==> config.mk <==
export PLATFORM = sky130hd
export DESIGN_NAME = rr_grant_sequencer_flat
export DESIGN_NICKNAME = d
export VERILOG_FILES = /design/src/rtl/rr_grant_sequencer_if.sv /design/src/rtl/rr_grant_sequencer.sv /design/src/flat_wrapper.sv
export SDC_FILE = /design/constraint.sdc
export NUM_CORES = 1
export LEC_CHECK = 0
export BUFFER_PORTS_ARGS = -buffer_cell sky130_fd_sc_hd__buf_2
export CAP_MARGIN = 15
export CORE_MARGIN = 1.5
export CORE_UTILIZATION = 35
export DETAILED_ROUTE_END_ITERATION = 16
export SKIP_LAST_GASP = 1
export SYNTH_ARGS = -nofsm -noshare
export SYNTH_HDL_FRONTEND = slang
export SYNTH_SLANG_ARGS = --single-unit
==> constraint.sdc <==
create_clock -name clk -period 2.2 [get_ports clk]
set_clock_uncertainty 0.2 [all_clocks]
set_input_delay 0.33 -clock clk [delete_from_list [all_inputs] [get_ports clk]]
set_output_delay 0.33 -clock clk [all_outputs]
set_load 0.05 [all_outputs]
==> src/rtl/rr_grant_sequencer_if.sv <==
// Request/grant bundle between the requesters and the round-robin grant sequencer.
// The sequencer uses the slave modport; requester-side logic uses master.
interface rr_grant_sequencer_if;
  logic [3:0] req;
  logic       done;
  logic [1:0] grant_idx;
  logic       grant_en;
  logic       timeout;
  logic [7:0] grant_cnt;

  modport master (
    output req, done,
    input  grant_idx, grant_en, timeout, grant_cnt
  );

  modport slave (
    input  req, done,
    output grant_idx, grant_en, timeout, grant_cnt
  );
endinterface

==> src/rtl/rr_grant_sequencer.sv <==
// Four-way round-robin grant sequencer feeding a 2-to-4 decoder (select + enable).
// A grant is held until done, request drop or hold timeout, and is followed by a dead cycle.
//
// state | meaning
// ------+-----------------------------------------------------------
// IDLE  | no grant; arbitrate req circularly starting at ptr
// GRANT | grant_en high, grant_idx stable, watch release conditions
// GAP   | one dead cycle after a release, req not evaluated
module rr_grant_sequencer #(
  parameter int MAX_HOLD = 15
) (
  input logic              clk,
  input logic              rst,
  rr_grant_sequencer_if.slave bus
);

  localparam int HW = $clog2(MAX_HOLD + 1);

  typedef enum logic [1:0] {
    IDLE  = 2'd0,
    GRANT = 2'd1,
    GAP   = 2'd2
  } state_t;

  state_t         state, state_nxt;
  logic [1:0]     ptr, ptr_nxt;
  logic [HW-1:0]  hold_cnt, hold_cnt_nxt;
  logic [1:0]     grant_idx, grant_idx_nxt;
  logic           timeout, timeout_nxt;
  logic [7:0]     grant_cnt, grant_cnt_nxt;

  logic [7:0]     req_dbl;
  logic [3:0]     req_rot;
  logic [1:0]     pick_ofs;
  logic [1:0]     pick_idx;

  // Rotating the doubled request vector puts requester ptr at bit 0,
  // so a fixed-priority pick on req_rot is a circular scan from ptr.
  assign req_dbl = {bus.req, bus.req};
  assign req_rot = req_dbl[ptr +: 4];

  always_comb begin
    pick_ofs = 2'd0;
    if (req_rot[0])      pick_ofs = 2'd0;
    else if (req_rot[1]) pick_ofs = 2'd1;
    else if (req_rot[2]) pick_ofs = 2'd2;
    else if (req_rot[3]) pick_ofs = 2'd3;
  end

  assign pick_idx = ptr + pick_ofs;

  always_ff @(posedge clk or posedge rst) begin
    if (rst) begin
      state     <= IDLE;
      ptr       <= 2'd0;
      hold_cnt  <= '0;
      grant_idx <= 2'd0;
      timeout   <= 1'b0;
      grant_cnt <= 8'd0;
    end else begin
      state     <= state_nxt;
      ptr       <= ptr_nxt;
      hold_cnt  <= hold_cnt_nxt;
      grant_idx <= grant_idx_nxt;
      timeout   <= timeout_nxt;
      grant_cnt <= grant_cnt_nxt;
    end
  end

  always_comb begin
    state_nxt     = state;
    ptr_nxt       = ptr;
    hold_cnt_nxt  = hold_cnt;
    grant_idx_nxt = grant_idx;
    timeout_nxt   = 1'b0;
    grant_cnt_nxt = grant_cnt;

    unique case (state)
      IDLE: begin
        if (bus.req != 4'b0000) begin
          grant_idx_nxt = pick_idx;
          hold_cnt_nxt  = '0;
          grant_cnt_nxt = grant_cnt + 8'd1;
          state_nxt     = GRANT;
        end
      end

      // done outranks a dropped request, which outranks the hold limit
      GRANT: begin
        if (bus.done || !bus.req[grant_idx]) begin
          ptr_nxt   = grant_idx + 2'd1;
          state_nxt = GAP;
        end else if (hold_cnt == HW'(MAX_HOLD - 1)) begin
          ptr_nxt     = grant_idx + 2'd1;
          timeout_nxt = 1'b1;
          state_nxt   = GAP;
        end else begin
          hold_cnt_nxt = hold_cnt + HW'(1);
        end
      end

      GAP: begin
        state_nxt = IDLE;
      end

      default: begin
        state_nxt = IDLE;
      end
    endcase
  end

  // grant_en comes straight from the state register so reset kills it at once
  assign bus.grant_en  = (state == GRANT);
  assign bus.grant_idx = grant_idx;
  assign bus.timeout   = timeout;
  assign bus.grant_cnt = grant_cnt;

endmodule

==> src/flat_wrapper.sv <==
// flat-port wrapper written by rule: the top's interface ports become plain ports
module rr_grant_sequencer_flat 
#(
  parameter int MAX_HOLD = 15
)
  (clk, rst, bus_req, bus_done, bus_grant_idx, bus_grant_en, bus_timeout, bus_grant_cnt);
  rr_grant_sequencer_if bus_i ();
  input logic clk;
  input logic rst;
  input wire logic [$bits(bus_i.req)-1:0] bus_req;
  input wire logic [$bits(bus_i.done)-1:0] bus_done;
  output wire logic [$bits(bus_i.grant_idx)-1:0] bus_grant_idx;
  output wire logic [$bits(bus_i.grant_en)-1:0] bus_grant_en;
  output wire logic [$bits(bus_i.timeout)-1:0] bus_timeout;
  output wire logic [$bits(bus_i.grant_cnt)-1:0] bus_grant_cnt;
  assign bus_i.req = bus_req;
  assign bus_i.done = bus_done;
  assign bus_grant_idx = bus_i.grant_idx;
  assign bus_grant_en = bus_i.grant_en;
  assign bus_timeout = bus_i.timeout;
  assign bus_grant_cnt = bus_i.grant_cnt;
  rr_grant_sequencer #(.MAX_HOLD(MAX_HOLD)) u_core (.clk(clk), .rst(rst), .bus(bus_i));
endmodule
==> flow_summary_export.csv <==
group,metric,value,unit
outcome,outcome,"completed",
cells_and_area,final_cell_count_no_fill,156,
synthesis,yosysTopAreaCell,"dfrtp_1",
floorplanning,die_area,3360,um^2
synthesis,syn_inst,103,
synthesis,syn_avg_cell_area,10.3,um^2
synthesis,syn_area,1060,um^2
floorplanning,ios,19,
synthesis,yosysWarnings,0,
worst_setup_path,arrival,1.93,ns
synthesis,synthesis.nets,114,
power_and_ir_drop,p_seq_share,36.7,%
power_and_ir_drop,ir_drop,0.828,mV
placement,placed_area,1170,um^2
cells_and_area,diodes,0,
cells_and_area,drive_above_1_share,26.4,%
sta,fmaxAchievable,512,MHz
global_route,grt_pass1_vias,791,
sta,maxSlewHeadroom,53.0,%
route,wire_per_inst,12.5,um
job,cap_violations,0,
placement,gp_congestion,0.732,
route,vias,782,
power_and_ir_drop,p_switching,0.889,mW
clocking,cts.reportedPaths.clkPinSlew,0.10,ns
cells_and_area,final_nets,137,
sta,tightest_slew,0.704,ns
synthesis,ys_seq_area_share,45.0,%
route,first_pass_iters,2,
sta,rsz0062_at_grt,"no",
placement,io_buffers,18,
route,antenna_left,0,
worst_setup_path,worstPathRequired,2.18,ns
synthesis,synth_area_leaders,"dfrtp_1 45%, nor2_1 5.0%, xnor2_1 5.0%",
synthesis,synthFlopType,"dfrtp_1",
synthesis,synth-edff-count,0,
cells_and_area,final_design_area_no_fill,1210,um^2
clocking,numCtsBuffers,3,
worst_setup_path,worstPathMaxFanout,9,
cells_and_area,synthToLayoutAreaGrowth,14.6,%
synthesis,yosys-top-cells-count,"19 x dfrtp_1, 14 x nor2_1, 10 x nand2_1, 7 x inv_1",
synthesis,async_flop_share,100,%
placement,numPlacedInstances,151,
power_and_ir_drop,netSwitchingFraction,50.6,%
sta,slew_violations,0,
synthesis,synth.most_common_cell,"dfrtp_1",
power_and_ir_drop,power_density,1450,nW/um^2
clocking,cts_max_level,1,
sta,tns,0,ns
floorplanning,die_x,57.9,um
placement,place_ws,0.258,ns
sta,whs,0.118,ns
route,drcViolationCount,0,
worst_setup_path,start_kind,"flop",
global_route,track_usage,13.9,%
power_and_ir_drop,comb_power_share,53.4,%
sta,fin_crit_sh,88.7,%
floorplanning,start_util,37.6,%
clocking,cts_buffer_depth,2,
power_and_ir_drop,p_leak,0.575,nW
route,wirelength,1950,um
cells_and_area,nFillCells,275,
clocking,cts_tree,"yes",
worst_setup_path,end_kind,"flop",
global_route,gr-total-overflow,0,
clocking,cts-resized-gates,0,
sta,finalHoldViolCount,0,
global_route,antenna_found_initial,0,
sta,setup_viol,0,
synthesis,synth_cell_types,34,
clocking,cts.sinks,19,
sta,finalWorstSetupSlack,0.248,ns
power_and_ir_drop,p_int,0.867,mW
worst_setup_path,path_class,"flop to flop",
global_route,grt_max_degree,20,
clocking,ctsRootBufferMaster,"clkbuf_4",
route,via_per_inst,5.01,
floorplanning,std_cell_rows,19,
floorplanning,die_y,57.9,um
hold_path,hold_class,"input pin to flop",
sta,min_period,1.95,ns
floorplanning,core,2810,um^2
global_route,grt_pass1_wl,3560,um
placement,dp_hpwl,1490,um
power_and_ir_drop,pwr-share-clk,10.0,%
route,dr.first_iter.drc_count,20,
synthesis,synth.top_cell.area_share,45.0,%
clocking,post_cts_buffers,0,
clocking,insertion_delay,0.29,ns
synthesis,ys_seq_elements,19,
## layout make-up
type                    instances  area [um^2]  area share (%)
multi-input cells              76          543            44.9
flip-flops and latches         19          475            39.3
repair buffers                 19          100            8.27
well taps                      31         38.8            3.21
clock buffers                   4         26.3            2.17
inverters                       7         26.3            2.17
## cells in the final DEF, fill, tap and decap left out, types with 2 or more instances in the layout
| master | count |
|---|---|
| o32ai_1 | 2 |
| ha_1 | 4 |
| xor2_1 | 6 |
| clkbuf_4 | 3 |
| a21oi_1 | 2 |
| xnor2_1 | 6 |
| nand3_1 | 5 |
| nand2_1 | 10 |
| nor2_1 | 14 |
| inv_1 | 7 |
| or2_2 | 2 |
| dfrtp_1 | 19 |
| nor3_1 | 2 |
| o21ai_0 | 3 |
| buf_2 | 18 |
## flip-flops by register name, indices dropped and copies added (netlist names)
signal / flops
u_core.bus.grant_cnt: 8
u_core.hold_cnt: 4
u_core.bus.grant_idx: 2
u_core.ptr: 2
u_core.state: 2
u_core.bus.timeout: 1
## worst max-delay path, cell delays in order, from the launching register on
cell	delay, ns
dfrtp_1	0.47
or2_2	0.34
nor2_1	0.08
o21ai_0	0.11
o211ai_1	0.12
ha_1	0.19
xnor2_1	0.13
xnor2_1	0.13
o21ai_0	0.08
## routing by layer
metal  wire length (um)  global-route usage, %  share of wire [%]
met3                 97                   5.13                5.0
met1                914                   19.2                 47
met2                933                   20.9                 48
met4                  8                   2.99               0.41
met5                  0                      0                  0
## metrics by stage
step | power, mW | utilization, %
detailed placement | 1.60 | 41.8
global placement | 1.58 | 41.8
global route | 1.91 | 43.1
floorplan | 1.38 | -
CTS | 1.78 | 43.1
finish | 1.76 | 43.1
## cell families (layout without fill, tap and decap cells)
group / Yosys count / count (layout) / synth area share, %
compound gates: 14 / 14 / 11.7
xor+xnor: 12 / 12 / 9.95
fa+ha+maj: 4 / 4 / 4.74
buf+inv: 8 / 30 / 3.55
flops: 19 / 19 / 45.0
mux: 3 / 3 / 4.15
simple gates: 43 / 43 / 20.9
## repair_timing
action                                 in CTS  in global routing
setup endpoints to repair                   0                  0
endpoints found under the hold margin      19                  0
hold buffers                                1                  0
## power by group through the flow
stage / registers [mW] / logic [mW] / clock network (mW)
2_1_floorplan: 0.890 / 0.492 / 0
3_3_place_gp: 0.643 / 0.935 / 0
3_5_place_dp: 0.651 / 0.948 / 0
4_1_cts: 0.644 / 0.953 / 0.187
5_1_grt: 0.669 / 1.04 / 0.202
6_report: 0.644 / 0.937 / 0.175
## worst paths after layout
kind	slack, ns	cells past startpoint	end	from
min in group asynchronous	0.49	3	u_core.bus.grant_cnt[6]	rst
max in group asynchronous	0.87	3	u_core.bus.grant_idx[1]	rst
worst max register to register	0.25	8	u_core.bus.grant_idx[1]	u_core.ptr[0]
worst min register to register	0.28	1	u_core.bus.grant_cnt[7]	u_core.bus.grant_cnt[7]
worst max-delay path	0.25	8	u_core.bus.grant_idx[1]	u_core.ptr[0]
worst min-delay path	0.12	4	u_core.bus.timeout	bus_done
Power figures use the tool's default switching activity.
